===== src/rtl/sync_fifo_prog.sv =====
// Single-clock FIFO with programmable almost-full/almost-empty thresholds,
// occupancy count, sticky overflow/underflow flags and optional FWFT read mode.
module sync_fifo_prog #(
  parameter int WIDTH         = 8,
  parameter int DEPTH         = 16,
  parameter int AFULL_THRESH  = DEPTH - 2,
  parameter int AEMPTY_THRESH = 2,
  parameter int FWFT          = 0
) (
  input  logic                     clk,
  input  logic                     rst_n,
  input  logic                     wr_en,
  input  logic [WIDTH-1:0]         wr_data,
  input  logic                     rd_en,
  output logic [WIDTH-1:0]         rd_data,
  output logic                     rd_valid,
  output logic                     full,
  output logic                     empty,
  output logic                     almost_full,
  output logic                     almost_empty,
  output logic [$clog2(DEPTH):0]   count,
  output logic                     overflow,
  output logic                     underflow,
  input  logic                     clr_err
);

  localparam int AW = $clog2(DEPTH);
  localparam int CW = AW + 1;
  localparam logic [CW-1:0] DEPTH_C = CW'(DEPTH);
  localparam logic [CW-1:0] AF_C    = CW'(AFULL_THRESH);
  localparam logic [CW-1:0] AE_C    = CW'(AEMPTY_THRESH);

  logic [WIDTH-1:0] mem [DEPTH];

  logic [AW-1:0] wr_ptr_q, wr_ptr_d;
  logic [AW-1:0] rd_ptr_q, rd_ptr_d;
  logic [CW-1:0] count_q, count_d;
  logic          ovf_q, ovf_d;
  logic          unf_q, unf_d;
  logic          wr_acc, rd_acc;

  // All status flags decode from the registered count, never from this cycle's requests.
  assign full         = (count_q == DEPTH_C);
  assign empty        = (count_q == '0);
  assign almost_full  = (count_q >= AF_C);
  assign almost_empty = (count_q <= AE_C);
  assign count        = count_q;
  assign overflow     = ovf_q;
  assign underflow    = unf_q;

  assign wr_acc = wr_en & ~full;
  assign rd_acc = rd_en & ~empty;

  always_comb begin
    wr_ptr_d = wr_ptr_q;
    rd_ptr_d = rd_ptr_q;
    count_d  = count_q;
    ovf_d    = ovf_q;
    unf_d    = unf_q;
    if (wr_acc) wr_ptr_d = wr_ptr_q + AW'(1);
    if (rd_acc) rd_ptr_d = rd_ptr_q + AW'(1);
    case ({wr_acc, rd_acc})
      2'b10:   count_d = count_q + CW'(1);
      2'b01:   count_d = count_q - CW'(1);
      default: count_d = count_q;
    endcase
    // A new error event in the same cycle as clr_err must not be lost.
    if (wr_en & full)       ovf_d = 1'b1;
    else if (clr_err)       ovf_d = 1'b0;
    if (rd_en & empty)      unf_d = 1'b1;
    else if (clr_err)       unf_d = 1'b0;
  end

  always_ff @(posedge clk or negedge rst_n) begin
    if (!rst_n) begin
      wr_ptr_q <= '0;
      rd_ptr_q <= '0;
      count_q  <= '0;
      ovf_q    <= 1'b0;
      unf_q    <= 1'b0;
    end else begin
      wr_ptr_q <= wr_ptr_d;
      rd_ptr_q <= rd_ptr_d;
      count_q  <= count_d;
      ovf_q    <= ovf_d;
      unf_q    <= unf_d;
    end
  end

  always_ff @(posedge clk) begin
    if (wr_acc) mem[wr_ptr_q] <= wr_data;
  end

  if (FWFT != 0) begin : g_fwft
    // Gate with empty so the output reads zero out of reset instead of stale storage.
    assign rd_data  = empty ? '0 : mem[rd_ptr_q];
    assign rd_valid = ~empty;
  end else begin : g_std
    logic [WIDTH-1:0] rd_data_q;
    logic             rd_valid_q;

    always_ff @(posedge clk or negedge rst_n) begin
      if (!rst_n) begin
        rd_data_q  <= '0;
        rd_valid_q <= 1'b0;
      end else begin
        rd_valid_q <= rd_acc;
        if (rd_acc) rd_data_q <= mem[rd_ptr_q];
      end
    end

    assign rd_data  = rd_data_q;
    assign rd_valid = rd_valid_q;
  end

endmodule


===== config.mk =====
export PLATFORM = sky130hd
export DESIGN_NAME = sync_fifo_prog
export DESIGN_NICKNAME = d
export VERILOG_FILES = /design/src/rtl/sync_fifo_prog.sv
export SDC_FILE = /design/constraint.sdc
export NUM_CORES = 1
export LEC_CHECK = 0
export CAP_MARGIN = 20
export CORE_UTILIZATION = 54
export DETAILED_ROUTE_END_ITERATION = 10
export PLACE_DENSITY_LB_ADDON = 0.08
export SETUP_SLACK_MARGIN = 0.4
export SYNTH_ARGS = -nofsm -noshare
export SYNTH_HDL_FRONTEND = slang
export SYNTH_SLANG_ARGS = --single-unit

===== constraint.sdc =====
create_clock -name clk -period 2.6 [get_ports clk]
set_input_delay 0.26 -clock clk [delete_from_list [all_inputs] [get_ports clk]]
set_output_delay 0.26 -clock clk [all_outputs]
set_load 0.05 [all_outputs]

==> out/results.ini <==
[power_and_ir_drop]
p_leak_nw=2.59
irDropWorstVdd_mv=0.998
powerDensity_nw_per_um2=1160

[die]
core-area_um2=11000
initial_core_util_pct=56.3
design.die.area_um2=11900
fp.dieW_um=109
io_pins=33
die_h_um=109
rows=38

[grt]
grt_util_all_layers_pct=22.5
grt_max_degree=35
antenna_found_initial=0
grt_pass1_vias=3121
grt_pass1_wl_um=18100
overflow=0

[setup_path]
required_ps=2890
crit_chain=or4_4, o21ai_4, inv_4, ha_4, xor2_2, ha_4, o21ai_2, o22ai_2, a2111oi_2, a211oi_1
cp_max_fo=3
crit_family=compound AO/OA/AOI/OAI gates
slowest_stage=or4_4
critPathMostFrequentCell=ha_4
cp-start-kind=register
path_buf_inv=1
max_stage_delay_ps=550
path_class=reg2reg
r2r-start=count[2]
crit_start=count[2]
arrival_ps=2760
end_kind=register

[logic_synthesis]
muxShareOfSynthArea_pct=14.4
syn-mean-instance-area_um2=18.9
synth_edf_count=128
ys_ff_latch=152
yosysWarnings=0
synth_fa_ha_area_share_pct=1.81
synth_seq_area_share_pct=71.5
syn_area_um2=6210
syn_inst=329
async_flop_share_pct=15.8
synth_top_family_by_area=multiplexers
yosys.area_share.simple_pct=4.49
yosys.area_share.xor_xnor_pct=1.27
synthesis.nets=351
synth_flop_cell=edfxtp_1
synth-compound-area-share_pct=4.51
synth.distinct_cells=42

[timing]
setup_viol=0
worst_pin_slew_ps=649
period_share_pct=94.8
drv_slew=0
rsz0062_at_grt=true
final.min_clock_period_ps=2470
setup_ws_ps=135
fmax_ghz=0.406
clock_skew_ps=8.35
setup_tns_ps=0
report.final.hold_viol_count=0
slew_headroom_pct=56.7

[layout]
finish.instance_area_um2=7540
fin_cells=535
antenna_cells=0
final_common_cell=edfxtp_1
drive_above_1_share_pct=34.9
nets=404
fin_util_pct=68.4
most-common-layout-cells=edfxtp_1, mux4_2, clkdlybuf4s50_1
nFillCells=745
syn2layout_area_growth_pct=21.3

[min_path]
hp-class=in2async

[route]
via_per_inst=5.78
dr.pass1.iters=4
route.detailed.drc=0
dr_total_vias=3092
routedWlPerCell_um=22.3
routed_wl_um=11900
ant_nets=0
drtIter0Drc=175

[clock_tree]
cts_root_buf=clkbuf_16
cts_tree=yes
clockBufferDepth=2
clk_pin_slew_worst_paths_ps=60
htreeDepth=4
clock_latency_ps=420
cts_buffers=17
clkSinkCount=152
ctsHoldBuffers=0

[placed_design]
place_hpwl_um=7430
pre_cts_ws_ps=-23.1
gp_congestion=0.707
placed_cells=498
portBuffers=32
place_area_um2=6790

[run_status]
status=finished, final reports clean

[flow_run]
cap_violations=0

sequential cells by signal (all words and copies together), names as in the netlist:
signal     flops
underflow      1
rd_data        8
rd_valid       1
count          5
mem          128
overflow       1
rd_ptr_q       4
wr_ptr_q       4
power by group:
group / leakage, nW / internal (mW) / switching [mW]
Combinational: 0.869 / 1.31 / 1.75
Sequential: 1.44 / 3.03 / 0.260
Clock: 0.281 / 1.49 / 0.934
cell type report:
cell class	count	area, um^2	area share (%)
clock buffers	18	429	5.69
clock inverters	14	158	2.09
inverters	6	25.0	0.332
multi-input cells	152	1820	24.2
flip-flops and latches	152	4450	59.0
well taps	140	175	2.32
repair buffers	53	480	6.37
metal layers:
layer,global-route usage (%),wire (um)
met4,8.29,131
met1,32.2,5700
met2,34.2,5730
met3,5.14,389
met5,0,0
cells by family after synthesis:
family / count (synthesis)
flip-flops: 152
AND/OR/NAND/NOR: 57
multiplexers: 49
AO/OA/AOI/OAI: 28
buffers and inverters: 25
XOR/XNOR: 9
adder cells (fa/ha/maj): 9
synthesized netlist by cell type, types with 4 or more instances:
library cell / instances / share of area [%]
buf_2: 8 / 0.64
nor2_1: 16 / 0.97
mux4_2: 32 / 12
clkbuf_1: 7 / 0.42
nor3_1: 4 / 0.32
nand2_1: 21 / 1.3
inv_1: 5 / 0.30
o221ai_2: 8 / 1.9
ha_1: 9 / 1.8
nand2b_1: 4 / 0.40
nor2b_1: 4 / 0.40
mux2i_1: 16 / 2.6
edfxtp_1: 128 / 62
dfrtp_1: 24 / 9.7
xnor2_1: 6 / 0.85
worst paths after layout:
path                               end  slack (ps)  cells after the start
max                           count[4]         130                     10
min                          underflow         200                      2
max reg2reg                   count[4]         130                     10
min reg2reg                 rd_data[0]         510                      2
max in group asynchronous  rd_ptr_q[2]        2130                      2
min in group clk             underflow         470                      3
repair_timing:
item                                    in CTS  in global routing
pin swaps                                    6                  6
endpoints found under the setup margin     103                  7
buffers inserted                             4                  1
gates resized for setup                     29                 11
stage by stage:
| stage | total power, mW | hold WS, ps |
|---|---|---|
| final | 8.78 | 199 |
| after global routing | 9.16 | 231 |
| after CTS | 8.79 | 200 |
| after detailed placement | 6.23 | 498 |
| after global placement | 6.17 | 495 |
| after floorplan | 5.38 | -35.6 |
Note: power is estimated with default switching activity, not from simulation.
==> edit (same flow settings) <==
`FWFT`: 0 -> 1.
--- a/src/rtl/sync_fifo_prog.sv
+++ b/src/rtl/sync_fifo_prog.sv
@@ -7,3 +7,3 @@
   parameter int AEMPTY_THRESH = 2,
-  parameter int FWFT          = 0
+  parameter int FWFT          = 1
 ) (
Function: changed (Yosys sat finds a counterexample within 4 cycles, from zero or initial values and one cycle with rst_n low).
==> edit against the unedited design <==
- the flow now finishes with violations (setup timing)
- power rose by 2.8%
- maximum frequency fell by 8.2%
- largest cell class unchanged
- count of clock-buffer cells in the layout rose by 1
- sequential cell count fell by 9
- worst setup slack got worse by 0.22 ns
- synthesized cell count fell by 5.8%
- cell area fell by 3.0%
- cell count fell by 1.3%
- core utilization rose by 1.5 points
- clock power fell by 10%
- wire length fell by 1.1%
- register-to-register slack improved by 0.28 ns
- area after synthesis fell by 4.6%
==> edit: results (changes against the unedited design) <==
power in combinational cells 3.80 mW (+24%); CP delay by family, top multiplexers; worst slew margin relative to its limit 53.4% (-3.2 points); Multi-input gate area 1690 um2 (-7.4%); met1 Use GR 29.8% (-2.4 points); met3 global-route usage 4.86% (-0.28 points); final setup vio count 5 (+5); RD Place Congestion 0.769 (+8.8%); peak supply drop 727 uV (-27%); Post-Syn Nets 332 (-5.4%); vias in the first global route 3,186 (+2.1%); dominant synthesized flop cell edfxtp_1; FFs w/ async S/R, synth 10.5% (-5.3 points); worst hold slack 0.161 ns (-0.0379 ns); nets 403 (-0.25%); multiplexer share of the synthesized area 16.0% (+1.6 points); Cell Pwr Density 1230 nW/um2 (+6.0%); layout cells sized above 1 37.2% (+2.3 points); Mean Syn Cell Area 19.1 um2 (+1.3%); FF-to-FF Start count[0]; postcts setup bufs 2 (-2); biggest cell delay along the critical path 0.48 ns (-0.07 ns); GRT Overall Usage 22.6% (+0.028 points); post-synthesis adder-cell area fraction 1.90% (+0.087 points); Post-DP Area 6570 um2 (-3.2%); DRT iter0 DRCs 184 (+5.1%); met2 wire length 5.99 mm (+4.6%); Worst Slack Setup Final -0.0851 ns (-0.220 ns); register area share after synthesis 71.2% (-0.37 points); clock root buffer clkbuf_8; DR vias/cell 5.87 (+1.5%); flop-to-flop setup slack 0.41 ns (+0.28 ns); first-pass GRT wire length 17.8 mm (-1.8%); Unique masters post-synth 40 (-4.8%); violations in the final reports setup timing; Worst-Skew Late Latency 0.52 ns (+0.10 ns); top cells by count, synth 128 x edfxtp_1, 23 x mux4_2, 15 x dfrtp_1, 15 x nor2_1, 11 x a21oi_1; WL/cell 22.4 um (+0.21%); cell total after placement 490 (-1.6%); XOR/XNOR Fraction of Synth Area 1.62% (+0.36 points); critical path fanouts, max 6 (+3); largest net degree at the start of global routing 20 (-43%); Leak 2.58 nW (-0.46%); Seq. pwr 3.05 mW (-7.3%); met2 Track Usage GR 36.8% (+2.6 points); P_int 5.87 mW (+0.68%); fill cell count 716 (-3.9%); DP HPWL 7.12 mm (-4.2%); outcome finished, violations left; CP arrival 2.43 ns (-0.33 ns); post-cts sizing count 38 (+31%); top post-synthesis cells by area edfxtp_1 65%, mux4_2 8.7%, dfrtp_1 6.3%, mux4_1 4.0%, ha_1 1.9%; Slowest-stage cell, CP mux4_2
==> edit: changes by cell type after synthesis, moves of 5 or more <==
cell,change
o221ai_2,-8
mux2_2,+9
mux4_2,-9
a21oi_1,+9
nand2_1,-13
dfrtp_1,-9
mux2i_1,-8
mux4_1,+9
buf_2,-5
==> edit: final cells by class <==
type                            instances  share of cell area (%)
Clock buffer                           19                    5.77
Clock inverter                         11                    1.37
Inverter                                7                   0.359
Multi-Input combinational cell        142                    23.1
Sequential cell                       143                    57.8
Tap cell                              136                    2.33
Timing Repair Buffer                   70                    9.34
==> edit: how the worst max path moves through the flow <==
stage / from / depth (start not counted) / to
after floorplan: count[0] / 1 / almost_empty
after global placement: count[3] / 10 / count[4]
after detailed placement: count[3] / 10 / count[4]
after CTS: rd_ptr_q[1] / 6 / rd_data[5]
after global routing: rd_ptr_q[1] / 7 / rd_data[2]
final: rd_ptr_q[1] / 7 / rd_data[2]
